<file path="config.mk">
export PLATFORM = sky130hd
export DESIGN_NAME = counter_ctrl
export DESIGN_NICKNAME = d
export VERILOG_FILES = /design/src/rtl/counter_ctrl_pkg.sv /design/src/rtl/counter_core.sv /design/src/rtl/counter_ctrl.sv
export SDC_FILE = /design/constraint.sdc
export NUM_CORES = 1
export LEC_CHECK = 0
export CAP_MARGIN = 0
export CORE_UTILIZATION = 51
export DETAILED_ROUTE_END_ITERATION = 12
export GPL_TIMING_DRIVEN = 0
export MAX_ROUTING_LAYER = met4
export PLACE_DENSITY_LB_ADDON = 0.2
export REMOVE_ABC_BUFFERS = 1
export SETUP_SLACK_MARGIN = 0.02
export SYNTH_ARGS = -nofsm -noshare
export SYNTH_HDL_FRONTEND = slang
export SYNTH_SLANG_ARGS = --single-unit
</file>
<file path="constraint.sdc">
create_clock -name clk -period 2.35 [get_ports clk]
set_input_delay 0.47 -clock clk [delete_from_list [all_inputs] [get_ports clk]]
set_output_delay 0.47 -clock clk [all_outputs]
set_load 0.1 [all_outputs]
</file>
<file path="src/rtl/counter_ctrl_pkg.sv">
// rtl/counter_ctrl_pkg.sv - shared types and default sizes for the counter controller
//
// Contents:
//   DEFAULT_WIDTH - default counter width in bits
//   DEFAULT_TICKW - default terminal-count tally width in bits
//   state_t       - controller state: IDLE, RUN, PAUSE, DONE
package counter_ctrl_pkg;

    localparam int DEFAULT_WIDTH = 17;
    localparam int DEFAULT_TICKW = 8;

    typedef enum logic [1:0] {
        ST_IDLE  = 2'd0,
        ST_RUN   = 2'd1,
        ST_PAUSE = 2'd2,
        ST_DONE  = 2'd3
    } state_t;

endpackage

</file>
<file path="src/rtl/counter_core.sv">
// rtl/counter_core.sv - plain WIDTH-bit up-counter with clear and enable
//
// Ports:
//   clk     - clock, rising edge
//   reset   - asynchronous active-low reset, forces count to 0
//   i_clr   - synchronous clear (wins over i_en)
//   i_en    - increment by one this cycle
//   o_count - current count
module counter_core
    import counter_ctrl_pkg::*;
#(
    parameter int WIDTH = DEFAULT_WIDTH
) (
    input  logic             clk,
    input  logic             reset,
    input  logic             i_clr,
    input  logic             i_en,
    output logic [WIDTH-1:0] o_count
);

    logic [WIDTH-1:0] r_count;

    always_ff @(posedge clk or negedge reset) begin
        if (!reset) begin
            r_count <= '0;
        end else if (i_clr) begin
            r_count <= '0;
        end else if (i_en) begin
            r_count <= r_count + WIDTH'(1);
        end
    end

    assign o_count = r_count;

endmodule

</file>
<file path="src/rtl/counter_ctrl.sv">
// rtl/counter_ctrl.sv - configurable one-shot/periodic counter with start/pause/stop sequencing
//
// Ports:
//   clk          - clock, rising edge
//   reset        - asynchronous active-low reset
//   cfg_valid    - configuration word offered
//   cfg_ready    - configuration accepted this cycle (only in IDLE)
//   cfg_limit    - terminal count value
//   cfg_periodic - 1 = auto-restart at terminal count, 0 = one-shot
//   start        - start from IDLE/DONE, resume from PAUSE
//   pause        - freeze counting (from RUN)
//   stop         - return to IDLE with count cleared
//   count        - current counter value
//   tick         - terminal count reached this cycle
//   busy         - RUN or PAUSE
//   done         - one-shot run finished
//   ticks        - saturating number of terminal counts since last start
module counter_ctrl
    import counter_ctrl_pkg::*;
#(
    parameter int WIDTH = DEFAULT_WIDTH,
    parameter int TICKW = DEFAULT_TICKW
) (
    input  logic             clk,
    input  logic             reset,
    input  logic             cfg_valid,
    output logic             cfg_ready,
    input  logic [WIDTH-1:0] cfg_limit,
    input  logic             cfg_periodic,
    input  logic             start,
    input  logic             pause,
    input  logic             stop,
    output logic [WIDTH-1:0] count,
    output logic             tick,
    output logic             busy,
    output logic             done,
    output logic [TICKW-1:0] ticks
);

    state_t           r_state;
    logic [WIDTH-1:0] r_limit;
    logic             r_periodic;
    logic [TICKW-1:0] r_ticks;

    state_t           w_next_state;
    logic             w_cnt_clr;
    logic             w_cnt_en;
    logic             w_ticks_clr;
    logic             w_ticks_inc;
    logic             w_tc;
    logic             w_cfg_accept;
    logic [WIDTH-1:0] w_count;

    counter_core #(
        .WIDTH (WIDTH)
    ) u_core (
        .clk     (clk),
        .reset   (reset),
        .i_clr   (w_cnt_clr),
        .i_en    (w_cnt_en),
        .o_count (w_count)
    );

    // Terminal count depends only on registered state, so tick never
    // combinationally follows an input.
    assign w_tc         = (r_state == ST_RUN) && (w_count == r_limit);
    assign w_cfg_accept = cfg_valid && cfg_ready;

    always_ff @(posedge clk or negedge reset) begin
        if (!reset) begin
            r_state    <= ST_IDLE;
            r_limit    <= '0;
            r_periodic <= 1'b0;
            r_ticks    <= '0;
        end else begin
            r_state <= w_next_state;
            if (w_cfg_accept) begin
                r_limit    <= cfg_limit;
                r_periodic <= cfg_periodic;
            end
            if (w_ticks_clr) begin
                r_ticks <= '0;
            end else if (w_ticks_inc && (r_ticks != '1)) begin
                r_ticks <= r_ticks + TICKW'(1);
            end
        end
    end

    // Priority within each state: stop, then terminal count, then pause, then start.
    always_comb begin
        w_next_state = r_state;
        w_cnt_clr    = 1'b0;
        w_cnt_en     = 1'b0;
        w_ticks_clr  = 1'b0;
        w_ticks_inc  = 1'b0;
        case (r_state)
            ST_IDLE: begin
                // The start check uses the limit already held, not one
                // being configured in the same cycle.
                if (start && (r_limit != '0)) begin
                    w_next_state = ST_RUN;
                    w_cnt_clr    = 1'b1;
                    w_ticks_clr  = 1'b1;
                end
            end
            ST_RUN: begin
                if (stop) begin
                    w_next_state = ST_IDLE;
                    w_cnt_clr    = 1'b1;
                end else if (w_tc) begin
                    w_ticks_inc = 1'b1;
                    if (r_periodic) begin
                        // Wrap to zero; a coincident pause parks at zero.
                        w_cnt_clr    = 1'b1;
                        w_next_state = pause ? ST_PAUSE : ST_RUN;
                    end else begin
                        w_next_state = ST_DONE;
                    end
                end else begin
                    // The cycle that sees pause still counts.
                    w_cnt_en = 1'b1;
                    if (pause) begin
                        w_next_state = ST_PAUSE;
                    end
                end
            end
            ST_PAUSE: begin
                if (stop) begin
                    w_next_state = ST_IDLE;
                    w_cnt_clr    = 1'b1;
                end else if (start) begin
                    w_next_state = ST_RUN;
                end
            end
            ST_DONE: begin
                if (stop) begin
                    w_next_state = ST_IDLE;
                    w_cnt_clr    = 1'b1;
                end else if (start) begin
                    w_next_state = ST_RUN;
                    w_cnt_clr    = 1'b1;
                    w_ticks_clr  = 1'b1;
                end
            end
            default: begin
                w_next_state = ST_IDLE;
                w_cnt_clr    = 1'b1;
            end
        endcase
    end

    always_comb begin
        cfg_ready = (r_state == ST_IDLE);
        busy      = (r_state == ST_RUN) || (r_state == ST_PAUSE);
        done      = (r_state == ST_DONE);
        tick      = w_tc;
        count     = w_count;
        ticks     = r_ticks;
    end

endmodule
</file>
==> results.md, run 1 <==
- Layout fillers: roughly 380
- Gpl congestion: roughly 0.78
- Met3 Usage GRT: 0.0525
- Final worst-path setup slack: -0.0750 ns
- CTS root buf: clkbuf_8
- GRT busiest layer: met2
- Status: finished, violations left
- Max H-tree Level: 2
- Clock Sinks: 45
- Drt pass-1 iters: 4
- Worst-Margin Slew: between 0.9 and 1 ns
- Top FF cell, synth: dfrtp_1
- Mux contribution to synthesized area: 0.0827
- Synth top cells by count: 45 x dfrtp_1, 28 x nor2_1, 23 x xnor2_1
- CORE AREA: ~4800 sq um
- Final net count: about 330
- Synth Area in Simple Gates: 0.190
- YS warnings: 0
- Vias per Instance: 5.70
- N_diodes: 0
- Max_slew headroom: 0.339
- Largest net degree at the start of global routing: 27
- First-pass GRT wire length: 9660 um
- Fraction of the mapped netlist area in compound gates: 0.0997
- Die span in y: 73.0 um
- Mean Syn Cell Area: a little over 10 sq um
- Antenna viol nets, final: 0
- Comb pwr share: 0.491
- Skew-Pair Late Insertion Delay: 0.30 ns
- # DRC: 0
- Critical-path maximum fanout: 4
- Top cells by area, synth: dfrtp_1 44%, mux2_2 7.9%, xnor2_1 7.8%, nor2_1 4.1%, xor2_1 3.4%
- Adder-Cell Fraction of Synth Area: 0.0292
- R2r setup slk: 0 ns
- Chip Width: approximately 73 um
- Clk_skew: ~0.011 ns
- Starting Density: 0.538
- Sequential power share: 0.369
- Final Max Tran Viols: 0
- Fraction of registers with async set/reset: 1.00
- Maximum clock rate: 412 MHz
- Yosys top cell by area: dfrtp_1
- Cts hold-fix bufs: 0
- Vias in the first global route: just under 2000
- Most frequent cell after synthesis: dfrtp_1
- Yosys cell types: 46
- Setup violations, final: 1
- Leakage power: between 0.001 and 0.0015 uW
- Syn Std Cell Area: 2570 sq um
- Number of max-cap violations: 0
- Fin util: 0.685
- Switching pwr: 1400 uW
- Met1 usage: 0.349
- Hold Fails Final Rpt: 0
- HPWL Detailed: just over 4000 um
- Initial detailed-routing violation count: 211
- Post-synth EDFFs: 0
- Clock group share of total power: 0.140
- Setup crit start kind: flip-flop
- Mapped Cells: approximately 250
- Switching fraction of total power: 0.441
- RSZ-0062 raised after global routing: true
- VDD IR max: approximately 610 uV
- Layout cells sized above 1: 0.179
- Tcrit/Tclk final: 1.03
- Yosys top cell area share: 0.438
- Internal: between 1500 and 2000 uW
- Hold slack final: 0.116 ns
- Full die area: approximately 5300 sq um
- Crit path time final: 2.42 ns
- Initial antenna violation count: 0
- Clock Pin Slew Worst Setup and Hold Paths: 0.08 ns
- Total GRT Usage: 0.247
- I/O pin cnt: 53
- GRT overflow: 0
- WP data required: about 1.9 ns
- Vias: around 2100
- XOR/XNOR share of the synthesized area: 0.119
- Hold Crit Class: input pin to asynchronous set/reset pin
- Largest family of logic cells by synthesized area: simple AND/OR/NAND/NOR gates
- Detailed Route WL: slightly below 6000 um
- Total CTS buffers: 5
- IO buf count: 52
- CP Capture Type: primary output
- CP Data Arrival Time: around 2 ns
- Site Rows: 25
- Failing checks: negative setup slack
- FF+latch count, synth: 45
- Avg WL per Cell: around 16 um
- CTS tree: done
- Clk buf depth: 2
- P&R area growth vs syn: 27.4%
- Sequential area share after synthesis: 0.438
- GRT met2 Usage: 0.364
- Pwr Density: 967 nW/um^2
- Crit path kind: flip-flop to primary output
==> critical path, cell delays in order (launching register included) <==
cell and delay (ns):
dfrtp_2 0.46, xnor2_1 0.20, nand4_1 0.24, nor4_4 0.34, and3_4 0.24, buf_12 0.17
==> worst paths after layout <==
| check | startpoint | to | cells after the start |
|---|---|---|---|
| min in group clk | r_limit[12] | r_limit[12] | 1 |
| worst min-delay path | reset | u_core.o_count[0] | 1 |
| worst min register to register | r_limit[12] | r_limit[12] | 1 |
| worst max-delay path | u_core.o_count[6] | tick | 5 |
| max in group asynchronous | reset | u_core.o_count[3] | 2 |
| worst max register to register | u_core.o_count[10] | ticks[0] | 6 |
==> power groups by stage <==
stage	combinational (uW)	clock (uW)	sequential, uW
3_3_place_gp	1400	0	1170
5_1_grt	1660	485	1200
4_1_cts	1550	450	1170
2_1_floorplan	1040	0	1220
3_5_place_dp	1460	0	1190
6_report	1560	444	1170
==> per-layer routing <==
layer,up-vias,part of all wire
met4,0,0.011
li1,997,-
met1,1009,0.44
met5,-,0
met2,84,0.48
met3,6,0.066
==> sequential cells by signal (all words and copies together) (netlist names) <==
name	flops
r_periodic	1
r_limit	17
ticks	8
u_core.o_count	17
r_state	2
==> repair_timing <==
action / CTS / global route
pin swaps: 3 / 5
endpoints found under the setup margin: 46 / 28
gates resized for setup: 44 / 8
gates cloned: 1 / 0
setup buffers: 2 / 1
==> area by class of cell <==
| type | count | area (sq um) | area share |
|---|---|---|---|
| multi-input cells | 184 | 1380 | 0.420 |
| clock buffers | 5 | 68.8 | 0.0210 |
| clock inverters | 1 | 5.00 | 0.00153 |
| flip-flops and latches | 45 | 1140 | 0.347 |
| well taps | 67 | 83.8 | 0.0256 |
| inverters | 9 | 33.8 | 0.0103 |
| repair buffers | 57 | 573 | 0.175 |
==> layout by cell type, fill, tap and decap left out, types with 2 or more instances in the layout <==
master	Yosys	layout
xnor2_1	23	23
nand4_1	13	13
nand2_1	9	9
clkbuf_8	0	5
nand2b_1	2	2
clkdlybuf4s15_2	0	2
dlygate4sd2_1	0	23
buf_4	1	2
mux2_2	18	18
nor4_1	4	4
or3_1	3	3
or4_1	4	4
nand3_1	11	11
nor2_1	28	28
ha_1	6	6
o21ai_0	6	6
dlymetal6s2s_1	0	3
a2111oi_0	3	3
o31ai_1	3	3
a21oi_1	10	10
xor2_1	10	10
buf_12	0	3
dfrtp_2	0	8
dfrtp_1	45	37
and3_1	4	3
inv_1	9	9
clkdlybuf4s50_1	0	22
a211oi_1	5	5
==> kinds of logic after synthesis <==
| group | after synthesis |
|---|---|
| multiplexers | 19 |
| XOR/XNOR | 34 |
| adder cells (fa/ha/maj) | 6 |
| AO/OA/AOI/OAI | 36 |
| flip-flops | 45 |
| AND/OR/NAND/NOR | 88 |
| buffers and inverters | 21 |
==> per-stage QoR <==
stage	setup WS, ns	cell area (sq um)	power, uW	cells	setup TNS [ns]
finish	-0.0750	3280	3170	368	-0.0750
detailed placement	-1.21	3140	2650	358	-9.94
global route	-0.149	3280	3350	368	-1.50
floorplan	-1.29	2500	2260	237	-25.07
global placement	-1.74	3100	2570	356	-44.26
CTS	-0.103	3260	3170	367	-0.103
Note: power is estimated with default switching activity, not from simulation.
==> run 2: changes to the inputs <==
Settings changed: CORE_MARGIN set to 4.
==> run 2 against run 1 <==
The flow still finishes with violations (negative setup slack). Critical path depth stayed put. Clock skew is 0.0046 ns lower. Sequential share of layout area is 0.42 points lower. Setup slack better by 0.0032 ns. Maximum frequency is 0.13% higher. Combinational power hardly changed. Power is 3.6% higher. Sequential power hardly changed. Worst hold slack better by 0.015 ns. Via count is 1.5% higher. Register-to-register slack worse by 0.05 ns. Clock power is 27% higher. Largest power group unchanged.
==> results.md, run 2 (synthesis results as in run 1) <==
- CORE AREA: 4820 sq um (was 4790 sq um)
- Antenna viol nets, final: 0 (unchanged)
- Clock Sinks: 45 (unchanged)
- Total GRT Usage: 0.203 (was 0.247)
- N_diodes: 0 (unchanged)
- Total CTS buffers: 5 (unchanged)
- Layout fillers: 396 (was 383)
- Area occupied by multi-input gates: 1380 sq um (about the same)
- Status: finished, violations left (unchanged)
- Hold slack final: 0.131 ns (was 0.116 ns)
- HPWL Detailed: 4210 um (was 4080 um)
- Failing checks: negative setup slack (unchanged)
- Worst-Margin Slew: 0.976 ns (was 0.995 ns)
- Clock Pin Slew Worst Setup and Hold Paths: 0.08 ns (about the same)
- Clk buf depth: 2 (unchanged)
- # DRC: 0 (unchanged)
- Reg area: 1130 sq um (was 1140 sq um)
- Commonest non-fill, non-tap cell in the layout: dfrtp_1 (unchanged)
- Chip Width: 79.0 um (was 73.0 um)
- R2r startpoint: u_core.o_count[2] (was u_core.o_count[10])
- Initial antenna violation count: 0 (unchanged)
- Layout cells sized above 1: 0.172 (was 0.179)
- Setup crit start kind: flip-flop (unchanged)
- GRT overflow: 0 (unchanged)
- Skew-Pair Late Insertion Delay: 0.29 ns (was 0.30 ns)
- Avg WL per Cell: 15.8 um (was 15.7 um)
- Max_slew headroom: 0.344 (was 0.339)
- Setup violations, final: 6 (was 1)
- I/O pin cnt: 53 (unchanged)
- Gpl congestion: 0.786 (was 0.785)
- Maximum clock rate: 413 MHz (was 412 MHz)
- Total Power: 3280 uW (was 3170 uW)
- CTS tree: done (unchanged)
- Drt pass-1 iters: 4 (unchanged)
- Fin util: 0.686 (was 0.685)
- RSZ-0062 raised after global routing: true (unchanged)
- Vias in the first global route: 1964 (was 1926)
- P&R area growth vs syn: 28.6% (was 27.4%)
- Commonest non-fill, non-tap cells in the layout: 40 x dfrtp_1, 28 x nor2_1, 23 x xnor2_1, 22 x clkdlybuf4s50_1, 22 x dlygate4sd2_1 (was 37 x dfrtp_1, 28 x nor2_1, 23 x xnor2_1, 23 x dlygate4sd2_1, 22 x clkdlybuf4s50_1)
- R2r setup slk: -0.05 ns (was 0 ns)
- Starting Density: 0.534 (was 0.538)
- First-pass GRT wire length: 9780 um (was 9660 um)
- WP data required: 1.88 ns (about the same)
- Vias per Instance: 5.77 (was 5.70)
- IO buf count: 52 (unchanged)
- Critical-path maximum fanout: 6 (was 4)
- Detailed Route WL: 5840 um (was 5770 um)
- Final Max Tran Viols: 0 (unchanged)
- Crit path time final: 2.42 ns (about the same)
- VDD IR max: 611 uV (was 608 uV)
- Hold Fails Final Rpt: 0 (unchanged)
- CP Capture Type: primary output (unchanged)
- RR Endpoint: ticks[2] (was ticks[0])
- Vias: 2128 (was 2096)
- Crit path kind: flip-flop to primary output (unchanged)
- Leakage power: 0.00146 uW (was 0.00145 uW)
- Clk_skew: 0.00681 ns (was 0.0114 ns)
- CTS root buf: clkbuf_8 (unchanged)
- Max H-tree Level: 2 (unchanged)
- Hold Crit Class: input pin to asynchronous set/reset pin (unchanged)
- Final worst-path setup slack: -0.0718 ns (was -0.0750 ns)
- Die span in y: 79.0 um (was 73.0 um)
- Pre-CTS setup slack: -1.20 ns (was -1.21 ns)
- CP Launch Point: u_core.o_count[3] (was u_core.o_count[6])
- CP Data Arrival Time: 1.95 ns (about the same)
- Full die area: 6240 sq um (was 5330 sq um)
- Number of max-cap violations: 0 (unchanged)
- Pwr Density: 993 nW/um^2 (was 967 nW/um^2)
- Site Rows: 25 (unchanged)
- Largest net degree at the start of global routing: 26 (was 27)
- R2r worst-path depth: 7 (was 6)
- Initial detailed-routing violation count: 216 (was 211)
- Final net count: 332 (unchanged)
- Tcrit/Tclk final: 1.03 (about the same)
## run 2: final cells by class
class,count,area share
clock buffers,5,0.0208
clock inverters,2,0.0106
inverters,9,0.0102
multi-input cells,184,0.417
flip-flops and latches,45,0.342
well taps,67,0.0253
repair buffers,57,0.174
## run 2: worst max path at each step
stage                    end  slack [ns]  cells after the start
finish                  tick       -0.07                      5
global route        ticks[2]       -0.20                      6
CTS                     tick       -0.12                      5
detailed placement      tick       -1.20                      5
global placement        tick       -1.73                      4
floorplan               tick       -1.29                      4
## run 2: per-layer routing
layer  GRT usage  wire, um
met5           -         0
met1       0.279      2620
met2       0.304      2780
met3      0.0374       324
met4      0.0704       114
## run 2: metrics by stage
| stage | cells | TNS, ns | cell area [sq um] |
|---|---|---|---|
| 2_1_floorplan | 237 | -25.07 | 2500 |
| 3_3_place_gp | 356 | -43.76 | 3100 |
| 3_5_place_dp | 358 | -9.28 | 3140 |
| 4_1_cts | 368 | -0.128 | 3270 |
| 5_1_grt | 369 | -1.69 | 3310 |
| 6_report | 369 | -0.171 | 3310 |
## run 2: critical path: stages (launching register included)
cell and delay (ns):
dfrtp_1 0.46, xnor2_1 0.20, nand4_1 0.23, nor4_4 0.33
and3_1 0.25, buf_12 0.18
## run 2: what timing repair did
item                                    in CTS  in global routing
cloned                                       1                  0
setup buffers                                2                  1
resized for setup                           41                 10
pin swaps                                    3                  4
endpoints found under the setup margin      46                 30
hold buffers                                 0                  0
## run 2: power by group
part           total, uW  switching [uW]  leakage (uW)  internal (uW)
clock network        564             255     0.0000540            309
logic               1550             942      0.000832            610
registers           1170             202      0.000577            966
==> run 3: changes to the inputs <==
Settings changed: CAP_MARGIN 0 to unset.
==> results of run 3 <==
Final layout, timing and power as in run 2 (identical DEF).
